--- src/rtl/serial_adder.sv ---
// Bit-serial unsigned adder: one full-adder step per clock, LSB first, built from two
// half-adder stages and a registered carry. Result and carry are held until the next DONE.
module serial_adder #(
    parameter int unsigned WIDTH = 8
) (
    input  logic             i_clk,
    input  logic             i_rst_n,
    input  logic             i_start,
    input  logic [WIDTH-1:0] i_a,
    input  logic [WIDTH-1:0] i_b,
    output logic             o_busy,
    output logic             o_done,
    output logic [WIDTH-1:0] o_sum,
    output logic             o_carry
);

    localparam int unsigned CntW = $clog2(WIDTH + 1);
    localparam logic [CntW-1:0] LastCnt = CntW'(WIDTH - 1);

    typedef enum logic [1:0] {
        StIdle,
        StRun,
        StDone
    } state_e;

    state_e           state_q;
    logic [WIDTH-1:0] a_q;
    logic [WIDTH-1:0] b_q;
    logic [WIDTH-1:0] sum_sr_q;
    logic [WIDTH-1:0] sum_sr_d;
    logic             carry_q;
    logic             carry_d;
    logic [CntW-1:0]  cnt_q;
    logic             s1;
    logic             c1;
    logic             c2;
    logic             bit_sum;

    always_comb begin
        s1       = a_q[0] ^ b_q[0];
        c1       = a_q[0] & b_q[0];
        bit_sum  = s1 ^ carry_q;
        c2       = s1 & carry_q;
        carry_d  = c1 | c2;
        // New bit enters at the MSB; after WIDTH steps bit 0 has reached position 0.
        sum_sr_d = sum_sr_q >> 1;
        sum_sr_d[WIDTH-1] = bit_sum;
    end

    always_ff @(posedge i_clk or negedge i_rst_n) begin
        if (!i_rst_n) begin
            state_q  <= StIdle;
            a_q      <= '0;
            b_q      <= '0;
            sum_sr_q <= '0;
            carry_q  <= 1'b0;
            cnt_q    <= '0;
            o_busy   <= 1'b0;
            o_done   <= 1'b0;
            o_sum    <= '0;
            o_carry  <= 1'b0;
        end else begin
            case (state_q)
                StIdle: begin
                    if (i_start) begin
                        a_q     <= i_a;
                        b_q     <= i_b;
                        carry_q <= 1'b0;
                        cnt_q   <= '0;
                        o_busy  <= 1'b1;
                        state_q <= StRun;
                    end
                end
                StRun: begin
                    a_q      <= a_q >> 1;
                    b_q      <= b_q >> 1;
                    sum_sr_q <= sum_sr_d;
                    carry_q  <= carry_d;
                    cnt_q    <= cnt_q + CntW'(1);
                    if (cnt_q == LastCnt) begin
                        o_sum   <= sum_sr_d;
                        o_carry <= carry_d;
                        o_done  <= 1'b1;
                        state_q <= StDone;
                    end
                end
                StDone: begin
                    o_done  <= 1'b0;
                    o_busy  <= 1'b0;
                    state_q <= StIdle;
                end
                default: begin
                    state_q <= StIdle;
                end
            endcase
        end
    end

endmodule

--- config.mk ---
export PLATFORM = sky130hd
export DESIGN_NAME = serial_adder
export DESIGN_NICKNAME = d
export VERILOG_FILES = /design/src/rtl/serial_adder.sv
export SDC_FILE = /design/constraint.sdc
export NUM_CORES = 1
export LEC_CHECK = 0
export CAP_MARGIN = 40
export CORE_AREA = 8 8 69 71
export CTS_CLUSTER_DIAMETER = 80
export DETAILED_ROUTE_END_ITERATION = 8
export DIE_AREA = 0 0 77 79
export PLACE_DENSITY_LB_ADDON = 0.15
export SLEW_MARGIN = 30
export SYNTH_ARGS = -nofsm -noshare
export SYNTH_HDL_FRONTEND = slang
export SYNTH_SLANG_ARGS = --single-unit
--- constraint.sdc ---
create_clock -name i_clk -period 2.3 [get_ports i_clk]
set_input_delay 0.23 -clock i_clk [delete_from_list [all_inputs] [get_ports i_clk]]
set_output_delay 0.23 -clock i_clk [all_outputs]
set_load 0.01 [all_outputs]
==> results of run 1 <==
## logic make-up (layout without fill, tap and decap cells)
group / Yosys count / in the layout / synth area share
simple gates: 53 / 53 / 0.143
compound gates: 50 / 50 / 0.172
flops: 41 / 41 / 0.570
buf+inv: 11 / 46 / 0.0348
mux: 10 / 10 / 0.0619
fa+ha+maj: 2 / 2 / 0.0181
## per-layer routing
metal / share of wire / wire length (µm) / vias to the layer above / track usage
met5: 0 / 0 / - / 0
met4: 0.0046 / 17 / 0 / 0.0396
met3: 0.052 / 195 / 2 / 0.0530
met2: 0.50 / 1850 / 18 / 0.206
met1: 0.45 / 1660 / 657 / 0.166
li1: - / - / 646 / -
## power by group through the flow
stage | Sequential (mW) | Combinational, mW | Clock (mW)
after floorplan | 1.21 | 0.686 | 0
after global placement | 1.21 | 1.05 | 0
after detailed placement | 1.22 | 1.09 | 0
after CTS | 1.21 | 1.09 | 0.477
after global routing | 1.25 | 1.22 | 0.508
final | 1.21 | 1.07 | 0.457
## synth_stat cells
master    count
a21o_1        1
a21oi_1      13
a22o_1        2
a22oi_1      14
a32o_1        1
buf_1         1
buf_2         5
buf_6         2
clkbuf_1      2
dfrtp_1      41
fa_1          1
ha_1          1
inv_1         1
mux2_2        9
mux2i_1       1
nand2_1      30
nand2b_1      1
nand3_1       3
nor2_1        2
nor2b_1      15
nor3_4        1
o21a_1        1
o21ai_0      17
o21bai_2      1
or3_1         1
## worst min path at each step
stage	to	slack, ns
after CTS	a_q[4]$_DFFE_PN0P_	0.38
after global routing	a_q[4]$_DFFE_PN0P_	0.41
after detailed placement	a_q[4]$_DFFE_PN0P_	0.16
after floorplan	a_q[0]$_DFFE_PN0P_	-0.07
final	a_q[4]$_DFFE_PN0P_	0.38
after global placement	a_q[4]$_DFFE_PN0P_	0.40
## critical path, cell delays in order, from the launching register on
cell	delay, ns
dfrtp_1	0.37
nand2b_1	0.31
nor3_4	0.53
mux2_2	0.39
## registers in the layout (all words and copies together), names as in the netlist
signal	cells
o_carry	1
a_q	8
carry_q	1
o_done	1
cnt_q	4
sum_sr_q	7
o_sum	8
o_busy	1
state_q	2
b_q	8
## cell type report
class | count | area (µm²) | share of cell area
multi-input combinational | 115 | 711 | 0.316
timing repair buffer | 37 | 360 | 0.160
tap | 50 | 62.6 | 0.0278
sequential | 41 | 1030 | 0.456
inverter | 1 | 3.75 | 0.00167
clock inverter | 2 | 15.0 | 0.00667
clock buffer | 6 | 72.6 | 0.0322
## stage by stage
stage	hold slack, ns	utilization	std cells	cell area, µm²
floorplan	-0.0656	-	167	1800
finish	0.385	0.593	252	2250
CTS	0.384	0.593	252	2250
global route	0.408	0.593	252	2250
global placement	0.401	0.562	242	2130
detailed placement	0.163	0.567	243	2150
==> flow_summary.toml, run 1 <==
[pwr]
p_sw_mw = 0.978
p_seq_frac = 0.442
leakage_nw = 0.986
pwr-share-clk = 0.167
comb_power_share = 0.391
p_sw_frac = 0.358
power.density_nw_per_um2 = 1210
p_int_mw = 1.75
peakVddDrop_uv = 632
power_mw = 2.73

[final_layout]
syn2layout_area_growth_pct = 25.1
mostFrequentLayoutCells = "dfrtp_1, nand2_1, clkdlybuf4s50_1"
fill_cells = 356
drive_above_1_share = 0.129
num-nets-final = 222
final_common_cell = "dfrtp_1"
insertedDiodeCount = 0

[timing]
worst_pin_slew_ns = 0.518
finalCritPeriodShare = 0.747
fin_tns_setup_ns = 0
layout_min_cycle_time_ns = 1.72
setup_slack_ns = 0.582
slew_headroom = 0.654
fmax_ghz = 0.582
hold_viol = 0
setup_violations = 0
finClkSkew_ns = 0.00747
slew_violations = 0
rsz0062_at_grt = "no"

[synth]
yosysWarnings = 0
synth-seq-cells = 41
yosysTopAreaCell = "dfrtp_1"
syn_area_um2 = 1800
netlist.area_leader.share = 0.570
synth_cells = 167
synth_nets = 188
yosys-top-cells-area = "dfrtp_1, nand2_1, a22oi_1, mux2_2, nor2b_1"
ys_seq_area_frac = 0.570
syn_area_per_cell_um2 = 10.8
synth.distinct_cells = 25

[min_path]
hold_class = "input pin to async pin"

[placement]
gp_congestion = 0.767
place_ws_ns = 0.553
dp_hpwl_um = 2670
io_buffers = 29

[detailed_routing]
drtIter0Drc = 102
antenna_left = 0
detail_route.wl_per_cell_um = 14.8
via_count = 1323
first_pass_iters = 4
wl_um = 3730
drcViolationCount = 0
vias_per_cell = 5.25

[floorplan]
die-area_um2 = 6080
die_w_um = 77
die_h_um = 79
start_util = 0.474
core_um2 = 3800
rows = 23
ios = 30

[setup_path]
crit_end = "o_sum[1]$_DFFE_PN0P_"
crit_path_start_kind = "flop"
worstSetupPathType = "flop to flop"
crit_path_end_kind = "flop"
rr_startpoint = "state_q[1]$_DFFE_PN0P_"
path_max_fanout = 11
crit_arrival_ns = 1.89
r2r_slack_ns = 0.58
required_ns = 2.47
crit_start = "state_q[1]$_DFFE_PN0P_"
worstRegToRegCells = 3
reg2reg_to = "o_sum[1]$_DFFE_PN0P_"

[grt]
gr-total-overflow = 0
grt_use_total = 0.132
grt_start_max_net_pins = 28
antenna_found_initial = 0
grt_pass1_wl_um = 6510
grt_pass1_vias = 1341

[run]
cap_violations = 0

[clocking]
clockBufferDepth = 2
clkSlewWorstSetupHoldPaths_ns = 0.08
clkLatencyLatePin_ns = 0.29
htreeDepth = 2
cts_sinks = 41
cts_hold_buffers = 1
ctsResizeCount = 0
cts_tree = "yes"
postCtsSetupRepairBufs = 0
root_buffer = "clkbuf_8"
cts_made_buffers = 5

[outcome]
status = "finished, final reports clean"
No activity file was read; power rests on OpenSTA's default activity.
==> inputs of run 2 (changes only) <==
==> constraint.sdc (replaced) <==
create_clock -name i_clk -period 1.78 [get_ports i_clk]
set_input_delay 0.178 -clock i_clk [delete_from_list [all_inputs] [get_ports i_clk]]
set_output_delay 0.178 -clock i_clk [all_outputs]
set_load 0.01 [all_outputs]
==> flow_summary.toml, run 2 (synthesized netlist as in run 1, its figures left out) <==
[outcome]
status = "finished, final reports clean"

[setup_path]
crit_start = "cnt_q[0]$_DFFE_PN0P_"
required_ns = 1.95
worstRegToRegCells = 4
r2r_slack_ns = 0.15
crit_arrival_ns = 1.80
crit_slowest_cell = "nor3_4"
path_max_fanout = 11
crit_path_start_kind = "flop"
cpPeakStageDelay_ns = 0.42
crit_path_end_kind = "flop"
path_cells = "ha_1 -> nand2_1 -> nor3_4 -> mux2_2"
rr_startpoint = "cnt_q[0]$_DFFE_PN0P_"
crit_end = "o_sum[3]$_DFFE_PN0P_"
reg2reg_to = "o_sum[3]$_DFFE_PN0P_"
worstSetupPathType = "flop to flop"

[clocking]
cts_sinks = 41
cts_hold_buffers = 1
clkLatencyLatePin_ns = 0.29
cts_made_buffers = 5
clockBufferDepth = 2
cts_tree = "yes"
htreeDepth = 2
clkSlewWorstSetupHoldPaths_ns = 0.08
root_buffer = "clkbuf_8"
postCtsSetupRepairBufs = 0
ctsResizeCount = 0

[detailed_routing]
via_count = 1330
wl_um = 3830
drcViolationCount = 0
wl_met1_um = 1610
detail_route.wl_per_cell_um = 15.1
vias_per_cell = 5.24
first_pass_iters = 4
antenna_left = 0
drtIter0Drc = 64
dr_wl_met3_um = 216
met2_length_um = 1980
top_layer = "met4"

[grt]
gr-total-overflow = 0
grt_pass1_vias = 1395
grt_pass1_wl_um = 6540
grt_start_max_net_pins = 42
grt_use_total = 0.134
antenna_found_initial = 0

[pwr]
p_sw_mw = 1.29
p_sw_frac = 0.343
leakage_nw = 1.01
power.density_nw_per_um2 = 1650
p_int_mw = 2.47
pwr-share-clk = 0.204
p_seq_frac = 0.414
peakVddDrop_uv = 869
comb_power_share = 0.382
power_mw = 3.76

[placement]
gp_congestion = 0.755
io_buffers = 29
dp_cells = 245
dp_hpwl_um = 2660
place_ws_ns = 0.137

[floorplan]
die_h_um = 79
core_um2 = 3800
start_util = 0.474
ios = 30
rows = 23
die_w_um = 77
die-area_um2 = 6080

[timing]
setup_violations = 0
finClkSkew_ns = 0.00780
rsz0062_at_grt = "no"
worst_pin_slew_ns = 0.511
slew_headroom = 0.658
slew_violations = 0
layout_min_cycle_time_ns = 1.63
hold_viol = 0
fmax_ghz = 0.615
fin_tns_setup_ns = 0
setup_slack_ns = 0.153
finalCritPeriodShare = 0.914

[final_layout]
mostFrequentLayoutCells = "dfrtp_1, nand2_1, clkdlybuf4s50_1"
layout.cells.non_filler = 254
drive_above_1_share = 0.142
insertedDiodeCount = 0
final_common_cell = "dfrtp_1"
num-nets-final = 224
multi_input_area_um2 = 711
fin_util = 0.602
seqCellArea_um2 = 1030
reg_top3 = "a_q x8, b_q x8, o_sum x8"
syn2layout_area_growth_pct = 27.1
fill_cells = 337

[min_path]
hold_class = "input pin to async pin"

[run]
cap_violations = 0
-- run 2: area by class of cell --
cell class | instances | share of cell area
multi-input combinational | 115 | 0.311
clock buffer | 6 | 0.0361
timing repair buffer | 39 | 0.159
inverter | 1 | 0.00164
sequential | 41 | 0.449
tap | 50 | 0.0274
clock inverter | 2 | 0.0164
-- run 2: worst min-delay path by stage --
stage	to	slack, ns	cells after the start
finish	a_q[0]$_DFFE_PN0P_	0.48	3
global route	a_q[4]$_DFFE_PN0P_	0.52	3
CTS	a_q[0]$_DFFE_PN0P_	0.49	3
detailed placement	a_q[4]$_DFFE_PN0P_	0.28	2
global placement	a_q[4]$_DFFE_PN0P_	0.26	2
floorplan	a_q[0]$_DFFE_PN0P_	-0.12	0
-- run 2: per-layer routing --
| layer | track usage | up-vias |
|---|---|---|
| met1 | 0.144 | 656 |
| li1 | - | 652 |
| met2 | 0.234 | 20 |
| met5 | 0 | - |
| met3 | 0.0553 | 2 |
| met4 | 0.0453 | 0 |
-- run 2: per-stage QoR --
stage               hold slack [ns]  area (µm²)
floorplan                    -0.118        1800
global placement              0.260        2160
detailed placement            0.276        2160
CTS                           0.486        2290
global route                  0.516        2290
finish                        0.481        2290
-- run 2: power by group through the flow --
| stage | Clock, mW | Sequential, mW | Combinational [mW] |
|---|---|---|---|
| after detailed placement | 0 | 1.58 | 1.45 |
| after CTS | 0.793 | 1.56 | 1.46 |
| final | 0.768 | 1.56 | 1.44 |
| after global routing | 0.831 | 1.63 | 1.62 |
| after global placement | 0 | 1.55 | 1.40 |
| after floorplan | 0 | 1.57 | 0.886 |
-- run 2: worst max-delay path, delay by kind of cell, from the launching register on --
family	cells	cell delay, ns
multiplexers	1	0.40
flip-flops	1	0.38
adder cells (fa/ha/maj)	1	0.20
AND/OR/NAND/NOR	2	0.53
